### src/rtl/apb_slv_pkg.sv
// ============================================================================
// Module   : apb_slv_pkg
// Purpose  : Shared types and helpers for the apb_slave_mem completer.
// Revision : 1.0 - initial release
// ============================================================================
`default_nettype none

package apb_slv_pkg;

  typedef enum logic [1:0] {
    IDLE   = 2'd0,
    ACCESS = 2'd1,
    DONE   = 2'd2
  } state_e;

  // Number of byte-offset address bits that sit below the word index.
  function automatic int byte_lsb(input int data_width);
    return $clog2(data_width / 8);
  endfunction

  localparam int APB_DATA_WIDTH = 32;
  localparam int BYTE_LSB       = byte_lsb(APB_DATA_WIDTH);
  localparam int IDX_MAX_W      = 16;

  typedef struct packed {
    logic [IDX_MAX_W-1:0] idx;
    logic                 err;
  } dec_t;

endpackage

`default_nettype wire

### src/rtl/apb_slave_mem_if.sv
// ============================================================================
// Module   : apb_slave_mem_if
// Purpose  : APB3 bus bundle between a requester and the apb_slave_mem completer.
// Revision : 1.0 - initial release
// ============================================================================
`default_nettype none

interface apb_slave_mem_if #(
  parameter int ADDR_WIDTH = 32,
  parameter int DATA_WIDTH = 32,
  parameter int PSEL_WIDTH = 1
);
  logic [ADDR_WIDTH-1:0] paddr;
  logic                  pwrite;
  logic [PSEL_WIDTH-1:0] psel;
  logic                  penable;
  logic [DATA_WIDTH-1:0] pwdata;
  logic                  pready;
  logic [DATA_WIDTH-1:0] prdata;
  logic                  pslverr;

  modport master (
    output paddr, pwrite, psel, penable, pwdata,
    input  pready, prdata, pslverr
  );

  modport slave (
    input  paddr, pwrite, psel, penable, pwdata,
    output pready, prdata, pslverr
  );
endinterface

`default_nettype wire

### src/rtl/apb_slv_addr_dec.sv
// ============================================================================
// Module   : apb_slv_addr_dec
// Purpose  : Combinational byte address to word index / error decode.
// Revision : 1.0 - initial release
// ============================================================================
`default_nettype none

module apb_slv_addr_dec
  import apb_slv_pkg::*;
#(
  parameter int                    ADDR_WIDTH = 32,
  parameter int                    DATA_WIDTH = 32,
  parameter logic [ADDR_WIDTH-1:0] BASE_ADDR  = 'h1000,
  parameter int                    DEPTH      = 16
) (
  input  logic [ADDR_WIDTH-1:0] paddr,
  output dec_t                  dec
);

  localparam int                    LSB      = byte_lsb(DATA_WIDTH);
  localparam logic [ADDR_WIDTH-1:0] LSB_MASK = ADDR_WIDTH'((1 << LSB) - 1);

  logic [ADDR_WIDTH-1:0] w_off;
  logic [ADDR_WIDTH-1:0] w_word;

  always_comb begin
    w_off   = paddr - BASE_ADDR;
    w_word  = w_off >> LSB;
    dec.err = (paddr < BASE_ADDR) ||
              ((w_off & LSB_MASK) != '0) ||
              (w_word >= ADDR_WIDTH'(DEPTH));
    dec.idx = dec.err ? '0 : IDX_MAX_W'(w_word);
  end

endmodule

`default_nettype wire

### src/rtl/apb_slave_mem.sv
// ============================================================================
// Module   : apb_slave_mem
// Purpose  : APB3 completer with a DEPTH-word memory, optional wait states and
//            pslverr on out-of-range / misaligned access.
//            Build option: APB_SLV_WAIT_EN enables WAIT_CYCLES wait states.
// Revision : 1.0 - initial release
// ============================================================================
`default_nettype none

module apb_slave_mem
  import apb_slv_pkg::*;
#(
  parameter int                    ADDR_WIDTH  = 32,
  parameter int                    DATA_WIDTH  = 32,
  parameter int                    PSEL_WIDTH  = 1,
  parameter int                    SEL_IDX     = 0,
  parameter logic [ADDR_WIDTH-1:0] BASE_ADDR   = 'h1000,
  parameter int                    DEPTH       = 16,
  parameter int                    WAIT_CYCLES = 2
) (
  input  logic           pclk,
  input  logic           preset,
  apb_slave_mem_if.slave bus
);

  localparam int IDX_W = (DEPTH > 1) ? $clog2(DEPTH) : 1;

  state_e                r_state;
  dec_t                  r_dec;
  logic                  r_write;
  logic [DATA_WIDTH-1:0] r_wdata;
  logic                  r_pready;
  logic                  r_pslverr;
  logic [DATA_WIDTH-1:0] r_prdata;
  logic [DATA_WIDTH-1:0] r_mem [DEPTH];

  dec_t                  w_dec;
  dec_t                  w_cdec;
  logic                  w_cwrite;
  logic [DATA_WIDTH-1:0] w_cwdata;
  logic [IDX_W-1:0]      w_cidx;
  logic                  w_sel;
  logic                  w_setup;
  logic                  w_live;
  logic                  w_done_setup;
  logic                  w_done_acc;
  logic                  w_complete;

  apb_slv_addr_dec #(
    .ADDR_WIDTH (ADDR_WIDTH),
    .DATA_WIDTH (DATA_WIDTH),
    .BASE_ADDR  (BASE_ADDR),
    .DEPTH      (DEPTH)
  ) u_dec (
    .paddr (bus.paddr),
    .dec   (w_dec)
  );

  assign w_sel   = bus.psel[SEL_IDX];
  assign w_setup = (r_state == IDLE) && w_sel && !bus.penable;
  assign w_live  = w_sel && bus.penable;

`ifdef APB_SLV_WAIT_EN
  localparam int W_EFF = WAIT_CYCLES;
  localparam int CNT_W = (W_EFF > 0) ? $clog2(W_EFF + 1) : 1;

  logic [CNT_W-1:0] r_cnt;

  always_ff @(posedge pclk or posedge preset) begin
    if (preset) begin
      r_cnt <= '0;
    end else if (w_setup) begin
      r_cnt <= CNT_W'(W_EFF);
    end else if (r_state == ACCESS && r_cnt != '0) begin
      r_cnt <= r_cnt - 1'b1;
    end
  end

  assign w_done_setup = w_setup && (W_EFF == 0);
  assign w_done_acc   = (r_state == ACCESS) && !r_pready && w_live && (r_cnt == CNT_W'(1));
`else
  assign w_done_setup = w_setup;
  assign w_done_acc   = 1'b0;
`endif

  assign w_complete = w_done_setup || w_done_acc;

  // A zero-wait transfer completes on the setup edge, so it commits from the
  // live bus; a waited one commits from the setup-latched copy.
  assign w_cdec   = (r_state == IDLE) ? w_dec       : r_dec;
  assign w_cwrite = (r_state == IDLE) ? bus.pwrite  : r_write;
  assign w_cwdata = (r_state == IDLE) ? bus.pwdata  : r_wdata;
  assign w_cidx   = IDX_W'(w_cdec.idx);

  always_ff @(posedge pclk or posedge preset) begin
    if (preset) begin
      r_state   <= IDLE;
      r_dec     <= '0;
      r_write   <= 1'b0;
      r_wdata   <= '0;
      r_pready  <= 1'b0;
      r_pslverr <= 1'b0;
      r_prdata  <= '0;
    end else begin
      case (r_state)
        IDLE: begin
          if (w_setup) begin
            r_dec   <= w_dec;
            r_write <= bus.pwrite;
            r_wdata <= bus.pwdata;
            r_state <= ACCESS;
          end
        end
        ACCESS: begin
          if (r_pready) begin
            r_state   <= DONE;
            r_pready  <= 1'b0;
            r_pslverr <= 1'b0;
            if (!r_write) begin
              r_prdata <= '0;
            end
          end else if (!w_live) begin
            r_state <= IDLE;
          end
        end
        DONE:    r_state <= IDLE;
        default: r_state <= IDLE;
      endcase

      if (w_complete) begin
        r_pready  <= 1'b1;
        r_pslverr <= w_cdec.err;
        if (!w_cwrite) begin
          r_prdata <= w_cdec.err ? '0 : r_mem[w_cidx];
        end
      end
    end
  end

  always_ff @(posedge pclk or posedge preset) begin
    if (preset) begin
      for (int i = 0; i < DEPTH; i++) begin
        r_mem[i] <= '0;
      end
    end else if (w_complete && w_cwrite && !w_cdec.err) begin
      r_mem[w_cidx] <= w_cwdata;
    end
  end

  assign bus.pready  = r_pready;
  assign bus.pslverr = r_pslverr;
  assign bus.prdata  = r_prdata;

endmodule

`default_nettype wire
### src/flat_wrapper.sv
// flat-port wrapper written by rule: the top's interface ports become plain ports
module apb_slave_mem_flat import apb_slv_pkg::*;
#(
  parameter int                    ADDR_WIDTH  = 32,
  parameter int                    DATA_WIDTH  = 32,
  parameter int                    PSEL_WIDTH  = 1,
  parameter int                    SEL_IDX     = 0,
  parameter logic [ADDR_WIDTH-1:0] BASE_ADDR   = 'h1000,
  parameter int                    DEPTH       = 16,
  parameter int                    WAIT_CYCLES = 2
)
  (pclk, preset, bus_paddr, bus_pwrite, bus_psel, bus_penable, bus_pwdata, bus_pready, bus_prdata, bus_pslverr);
  apb_slave_mem_if #(.ADDR_WIDTH(ADDR_WIDTH), .DATA_WIDTH(DATA_WIDTH), .PSEL_WIDTH(PSEL_WIDTH)) bus_i ();
  input  logic pclk;
  input  logic preset;
  input wire logic [$bits(bus_i.paddr)-1:0] bus_paddr;
  input wire logic [$bits(bus_i.pwrite)-1:0] bus_pwrite;
  input wire logic [$bits(bus_i.psel)-1:0] bus_psel;
  input wire logic [$bits(bus_i.penable)-1:0] bus_penable;
  input wire logic [$bits(bus_i.pwdata)-1:0] bus_pwdata;
  output wire logic [$bits(bus_i.pready)-1:0] bus_pready;
  output wire logic [$bits(bus_i.prdata)-1:0] bus_prdata;
  output wire logic [$bits(bus_i.pslverr)-1:0] bus_pslverr;
  assign bus_i.paddr = bus_paddr;
  assign bus_i.pwrite = bus_pwrite;
  assign bus_i.psel = bus_psel;
  assign bus_i.penable = bus_penable;
  assign bus_i.pwdata = bus_pwdata;
  assign bus_pready = bus_i.pready;
  assign bus_prdata = bus_i.prdata;
  assign bus_pslverr = bus_i.pslverr;
  apb_slave_mem #(.ADDR_WIDTH(ADDR_WIDTH), .DATA_WIDTH(DATA_WIDTH), .PSEL_WIDTH(PSEL_WIDTH), .SEL_IDX(SEL_IDX), .BASE_ADDR(BASE_ADDR), .DEPTH(DEPTH), .WAIT_CYCLES(WAIT_CYCLES)) u_core (.pclk(pclk), .preset(preset), .bus(bus_i));
endmodule
### config.mk
export PLATFORM = sky130hd
export DESIGN_NAME = apb_slave_mem_flat
export DESIGN_NICKNAME = d
export VERILOG_FILES = /design/src/rtl/apb_slv_pkg.sv /design/src/rtl/apb_slave_mem_if.sv /design/src/rtl/apb_slv_addr_dec.sv /design/src/rtl/apb_slave_mem.sv /design/src/flat_wrapper.sv
export SDC_FILE = /design/constraint.sdc
export NUM_CORES = 2
export LEC_CHECK = 0
export BUFFER_PORTS_ARGS = -buffer_cell sky130_fd_sc_hd__buf_2
export CORE_UTILIZATION = 58
export CTS_BUF_LIST = sky130_fd_sc_hd__clkbuf_4
export DETAILED_ROUTE_END_ITERATION = 6
export PLACE_DENSITY = 0.79
export SETUP_SLACK_MARGIN = 0.02
export SLEW_MARGIN = 20
export SYNTH_ARGS = -nofsm -noshare
export SYNTH_HDL_FRONTEND = slang
export SYNTH_SLANG_ARGS = --single-unit
export TNS_END_PERCENT = 50
### constraint.sdc
create_clock -name pclk -period 18.2 [get_ports pclk]
set_input_delay 1.82 -clock pclk [delete_from_list [all_inputs] [get_ports pclk]]
set_output_delay 1.82 -clock pclk [all_outputs]
set_load 0.005 [all_outputs]
# After elaboration in Yosys (flattened, before gate mapping)
# Cells that the tools add are included.
totals:
  input_bits: 69
  register_bits: 586
  word_cells: 75
op_classes:
  magnitude_cmp: 4
  n_eq_ne: 3
  mux: 25
  bitwise_logic: 1
  add_sub_neg: 1
  reduce_logical: 17
ops:
  columns: ["op", "n"]
  rows:
  - ["$bwmux 512", 1]
  - ["$mux 32", 10]
  - ["$bmux 32 s4", 1]
  - ["$demux 32 s4", 1]
  - ["$lt 32x13->1 const B", 1]
  - ["$reduce_bool 32->1", 1]
  - ["$sub 32x13->32 const B", 1]
  - ["$ge 30x5->1 const B", 1]
  - ["$logic_and 1x1->1", 6]
  - ["$mux 1", 6]
  - ["$mux 2", 3]
  - ["$reduce_and 2->1", 3]
  - ["$ge 5x5->1 const B", 1]
  - ["$lt 5x1->1 const B", 1]
  - ["$mux 5", 1]
  - ["$not 4->5", 1]
  - ["$mux 4", 1]
  - ["$pmux 2 s2", 1]
  - ["$reduce_bool 2->1", 2]
  - ["$ne 3x2->1 const B", 1]
  - ["$eq 2x1->1 const B", 1]
  - ["$logic_not 1->1", 2]
  - ["$logic_not 2->1", 1]
  - ["$logic_or 1x1->1", 2]
  - ["$ne 2x1->1 const B", 1]

# Depth between registers and ports, before layout
logic_depth:
  word_depth: 13
  ltp_mapped: 12
  mapped_depth_nobuf: 8

# Hierarchy
# A second synthesis with hierarchy kept.
hier_totals:
  hier_cells: 2134
  area_unflattened_um2: 26062.5
by_module_without_submodules:
  columns: ["mod", "instances", "area_each_um2", "cells_per_inst"]
  rows:
  - ["apb_slave_mem", 1, 25458.2, 2041]
  - ["apb_slv_addr_dec", 1, 604.3, 93]

# Worst setup path after synthesis
# No wires, ideal clock.
synth_path:
  path_type: "input port to flip-flop"
  startpoint: "in bus_paddr[8]"
  endpoint: "reg u_core.r_mem[265] (netlist bit)"
  required_ns: 18.068
  setup_time_ns: 0.132
  path_buffers: 4
  slack_ns: 14.034
  t_arrival_ns: 4.035
  cell_stages: 12
  path_cell_list: "nor4_1 nand4_2 nor3_2 buf_4 a31oi_1 nand2b_1 clkbuf_1 or3_1 buf_2 clkbuf_1 nand2_1 o21ai_1"
synth_via:
  elab_chain_len: 11
  elab_cells_between_ends: 16
  classes_between: "add/sub: 1; order compare: 4; mux: 5; bitwise: 1; reduce/logical: 5"
synth_rtl:
  columns: ["element", "line", "text"]
  rows:
  - ["start, declared", "flat_wrapper.sv:16", "input wire logic [$bits(bus_i.paddr)-1:0] bus_paddr;"]
  - ["$sub 32x13->32 or $lt 32x13->1 (tied branches)", "apb_slv_addr_dec.sv:27, apb_slv_addr_dec.sv:29", null]
  - ["$ge 30x5->1 or $logic_or 1x1->1 (tied branches)", "apb_slv_addr_dec.sv:31, apb_slv_addr_dec.sv:29", null]
  - ["$logic_or 1x1->1 *", "apb_slv_addr_dec.sv:30", "((w_off & LSB_MASK) != '0) ||"]
  - ["$mux 4", "apb_slv_addr_dec.sv:32", "dec.idx = dec.err ? '0 : IDX_MAX_W'(w_word);"]
  - ["$mux 5 *", "apb_slave_mem.sv:90", "assign w_cdec = (r_state == IDLE) ? w_dec : r_dec;"]
  - ["$not 4->5 (not written as such)", "apb_slave_mem.sv:146", "r_mem[w_cidx] <= w_cwdata;"]
  - ["$ge 5x5->1 (not written as such) or $lt 5x1->1 (tied branches)", "apb_slave_mem.sv:146", null]
  - ["$logic_and 1x1->1 (not written as such)", "apb_slave_mem.sv:146", null]
  - ["$mux 32 (not written as such)", "apb_slave_mem.sv:146", null]
  - ["$demux 32 s4", "apb_slave_mem.sv:146", null]
  - ["$bwmux 512", "apb_slave_mem.sv:146", null]
  - ["end signal, assigned by index", "apb_slave_mem.sv:146", null]
  - ["end, declared", "apb_slave_mem.sv:35", "logic [DATA_WIDTH-1:0] r_mem [DEPTH];"]
# Mark *: on every way between the ends. The rest lies on a longest branch, timed or not.
# A chain may end at the register's enable or synchronous reset.

# Worst setup path after layout
layout_path:
  startpoint: "in bus_paddr[8]"
  endpoint: "reg u_core.r_prdata[15] (netlist: u_core.bus.prdata[15])"
layout_via:
  elab_chain_len: 12
  elab_cells_between_ends: 14
  classes_between: "add/sub: 1; order compare: 2; mux: 8; bitwise: 1; reduce/logical: 2"
layout_rtl:
  columns: ["element", "line", "text"]
  rows:
  - ["$sub 32x13->32 or $lt 32x13->1 (tied branches)", "apb_slv_addr_dec.sv:27, apb_slv_addr_dec.sv:29", null]
  - ["$ge 30x5->1 or $logic_or 1x1->1 (tied branches)", "apb_slv_addr_dec.sv:31, apb_slv_addr_dec.sv:29", null]
  - ["$logic_or 1x1->1 *", "apb_slv_addr_dec.sv:30", null]
  - ["$mux 4", "apb_slv_addr_dec.sv:32", null]
  - ["$mux 5 *", "apb_slave_mem.sv:90", null]
  - ["$not 4->5 (not written as such)", "apb_slave_mem.sv:134", "r_prdata <= w_cdec.err ? '0 : r_mem[w_cidx];"]
  - ["$bmux 32 s4", "apb_slave_mem.sv:134", null]
  - ["$mux 32 (not written as such) (2 in series)", "apb_slave_mem.sv:134", null]
  - ["$mux 32 *", "apb_slave_mem.sv:134", null]
  - ["$mux 32 *", "apb_slave_mem.sv:133", "if (!w_cwrite) begin"]
  - ["$mux 32 *", "apb_slave_mem.sv:130", "if (w_complete) begin"]
  - ["end signal, assigned", "apb_slave_mem.sv:134", null]
  - ["end, declared", "apb_slave_mem.sv:34", "logic [DATA_WIDTH-1:0] r_prdata;"]
# Mark *: on every way between the ends. The rest lies on a longest branch, timed or not. The select of a mux whose other input is x is not followed.

==> results.tsv <==
stage	metric	value	unit
clock_tree	H-tree depth	4	
floorplanning	core area	43300	um^2
final_layout	most frequent cells in the layout	883 x nand2_1, 585 x dfrtp_1, 288 x a21oi_1	
worst_hold_path	worst min path class	reg -> reg	
floorplanning	row count	76	
pwr	part of the power in registers	51.4	%
logic_synthesis	Syn Nets	3009	
pwr	peak supply drop	0.0000662	V
critical_path	worst r2r path cells	8	
sta	relative slew slack	21.7	%
route	DRC viols	0	
sta	fmax	165	MHz
floorplanning	die span in y	212	um
clock_tree	clk slew on worst S/H paths	0.06	ns
pwr	sw frac	25.4	%
pwr	internal power	1.93	mW
logic_synthesis	Top FF cell, synth	dfrtp_1	
final_layout	final non-filler cell total	3688	
clock_tree	cts bufs inserted	152	
status	status	finished clean	
logic_synthesis	top post-synthesis cells by area	dfrtp_1 57%, nand2_1 13%, a21oi_1 5.6%	
critical_path	WP buf/inv	3	
critical_path	reg2reg end	u_core.r_mem[461]	
logic_synthesis	ys async rst share	100	%
critical_path	Worst path top cell family by delay	simple AND/OR/NAND/NOR gates	
floorplanning	Die Area	44900	um^2
route	Routed Antenna Nets	0	
critical_path	critical path endpoint category	register	
placed_design	Inst Count DP	3443	
route	drt pass-1 iters	6	
floorplanning	Initial Utilization	59.1	%
clock_tree	Worst-Skew Late Latency	0.90	ns
route	Vias	22367	
sta	Worst Skew	0.0543	ns
clock_tree	Resize count post-CTS	0	
global_routing	GR Overflow Total	0	
logic_synthesis	register area share after synthesis	57.2	%
run	max_cap viols	0	
route	Total Wirelength	73500	um
route	Wirelength per Cell	19.9	um
logic_synthesis	yosys warns	0	
final_layout	area grow syn2layout	10.6	%
sta	fin crit share	33.4	%
critical_path	worst reg2reg setup slack	13.41	ns
clock_tree	Hold Buf Count CTS	0	
final_layout	Util after Layout	65.4	%
global_routing	global-route wire length before repair	117000	um
worst_hold_path	Worst Min Path Start	u_core.r_wdata[4]	
logic_synthesis	number of enable flip-flop cells after synthesis	0	
logic_synthesis	mapped cell area	25600	um^2
logic_synthesis	#FFs+latches synth	585	
global_routing	largest net degree at the start of global routing	188	
route	drt first-iter violations	2678	
sta	RSZ-0062 raised after global routing	false	
final_layout	nets	3081	
critical_path	Worst Setup SP	bus_paddr[8]	
final_layout	FF+latch area	14600	um^2
sta	Sum Neg Setup Slack	0	ns
global_routing	GRT Total Usage	33.9	%
placed_design	gp weighted congestion	0.850	
sta	Max Slew Vio Count	0	
placed_design	Buffers on Ports	102	
sta	setup ws final	12.12	ns
pwr	Clk pwr share	41.8	%
critical_path	critical path's slowest cell	buf_4	
critical_path	Critical Path RT	18.97	ns
logic_synthesis	Synth Area per Inst	8.70	um^2
pwr	power share of the combinational group	6.7	%
pwr	Pleak	12.9	nW
final_layout	Fillers	3507	
logic_synthesis	Synth top area share	57.2	%
sta	Slew @ Worst Pin	1.17	ns
pwr	total power per unit cell area	91.4	nW/um^2
clock_tree	postcts setup bufs	0	
critical_path	crit-path cells	buf_2, nor4_1, nand4_2, nor4_1, or2_4, buf_4, buf_4, nand2_1, a22oi_1, o2111ai_1, o21ai_0	
final_layout	share of cells above drive strength 1	14.2	%
logic_synthesis	post-synthesis cell type with the largest combined area	dfrtp_1	
floorplanning	I/O pin count	103	
clock_tree	CTS max path bufs	3	
critical_path	arrival time worst endpoint	6.85	ns
worst_hold_path	worst hold path endpoint	u_core.r_wdata[4]	
critical_path	CP max stage delay	0.91	ns
logic_synthesis	post-synth cell types	46	
global_routing	initial antenna violation count	2	
global_routing	vias in the first global route	22113	
clock_tree	clock root cell	clkbuf_4	
worst_hold_path	hold depth	2	
final_layout	commonest non-fill, non-tap cell in the layout	nand2_1	
critical_path	Max FO, Critical Path	97	
critical_path	reg2reg start	u_core.r_state[1]	
placed_design	HPWL Detailed	40600	um
placed_design	dpl ws	11.39	ns
sta	Final setup viols	0	
sta	fin crit period	6.08	ns
critical_path	Startpoint Class	primary input	
logic_synthesis	synthesized instance count	2940	
floorplanning	die width	212	um
final_layout	area of the multi-input gates	10100	um^2
clock_tree	CTS tree	done	
clock_tree	CTS Sinks	585	
critical_path	CP Class	in -> reg	
sta	final hold vios	0	
route	Vias/cell	6.06	
pwr	P_sw	0.657	mW
[sequential cells by signal (all words and copies together) (netlist names)]
name / cells
u_core.bus.prdata: 32
u_core.bus.pready: 1
u_core.bus.pslverr: 1
u_core.r_dec: 4
u_core.r_mem: 512
u_core.r_state: 2
u_core.r_wdata: 32
u_core.r_write: 1
[logic make-up after synthesis]
group	synth area share, %
mux	1.25
buf+inv	4.15
xor+xnor	0.0342
compound gates	17.1
simple gates	20.2
flops	57.2
[Yosys cell counts, types with 13 or more instances]
cell type,n
nand2_1,883
dfrtp_1,585
a21oi_1,288
nor2_1,200
o21ai_0,189
o21ai_1,171
clkbuf_1,148
nand3_1,140
buf_2,86
a31oi_1,35
a22oi_1,32
a32oi_1,32
mux2i_1,32
o2111ai_1,32
buf_1,13
[worst register-to-register path, stage by stage (launching register included)]
cell     delay [ns]
dfrtp_1        0.44
or2_2          0.41
and2_1         0.25
nor2_4         0.52
buf_4          0.80
nand3_1        0.59
nor2_4         0.91
buf_4          0.52
a21oi_1        0.18
[metrics by stage]
| stage | power (mW) | area, um^2 | hold WS (ns) |
|---|---|---|---|
| after detailed placement | 1.53 | 26500 | 0.461 |
| after floorplan | 1.45 | 25600 | 0.430 |
| after CTS | 2.60 | 28300 | 0.474 |
| after global placement | 1.52 | 26500 | 0.456 |
| after global routing | 2.69 | 28300 | 0.493 |
| final | 2.58 | 28300 | 0.470 |
[how the worst max path moves through the flow]
| stage | end | cells after the start | slack [ns] |
|---|---|---|---|
| after global placement | u_core.bus.prdata[27] | 11 | 11.53 |
| after global routing | u_core.bus.prdata[12] | 11 | 11.88 |
| after CTS | u_core.bus.prdata[20] | 11 | 12.31 |
| after floorplan | u_core.bus.prdata[0] | 1 | 8.41 |
| after detailed placement | u_core.bus.prdata[20] | 11 | 11.39 |
| final | u_core.bus.prdata[15] | 11 | 12.12 |
[layer usage]
layer / vias up / GRT usage [%] / part of all wire, %
met1: 10841 / 42.5 / 38
li1: 10160 / - / -
met4: 0 / 17.9 / 4.8
met2: 1113 / 55.8 / 48
met5: - / 0 / 0
met3: 253 / 6.88 / 8.6
[layout make-up]
type / instances / share of cell area, %
Inverter: 5 / 0.0796
Sequential cell: 585 / 51.8
Clock inverter: 33 / 0.735
Multi-Input combinational cell: 2102 / 35.6
Tap cell: 585 / 2.59
Antenna cell: 3 / 0.0265
Timing Repair Buffer: 166 / 3.61
Clock buffer: 209 / 5.55
[power groups by stage]
stage          Combinational (mW)  Clock (mW)  Sequential, mW
2_1_floorplan               0.103           0            1.35
3_3_place_gp                0.167           0            1.35
3_5_place_dp                0.173           0            1.35
4_1_cts                     0.174        1.10            1.33
5_1_grt                     0.189        1.17            1.33
6_report                    0.174        1.08            1.33
No activity file was read; power rests on OpenSTA's default activity.
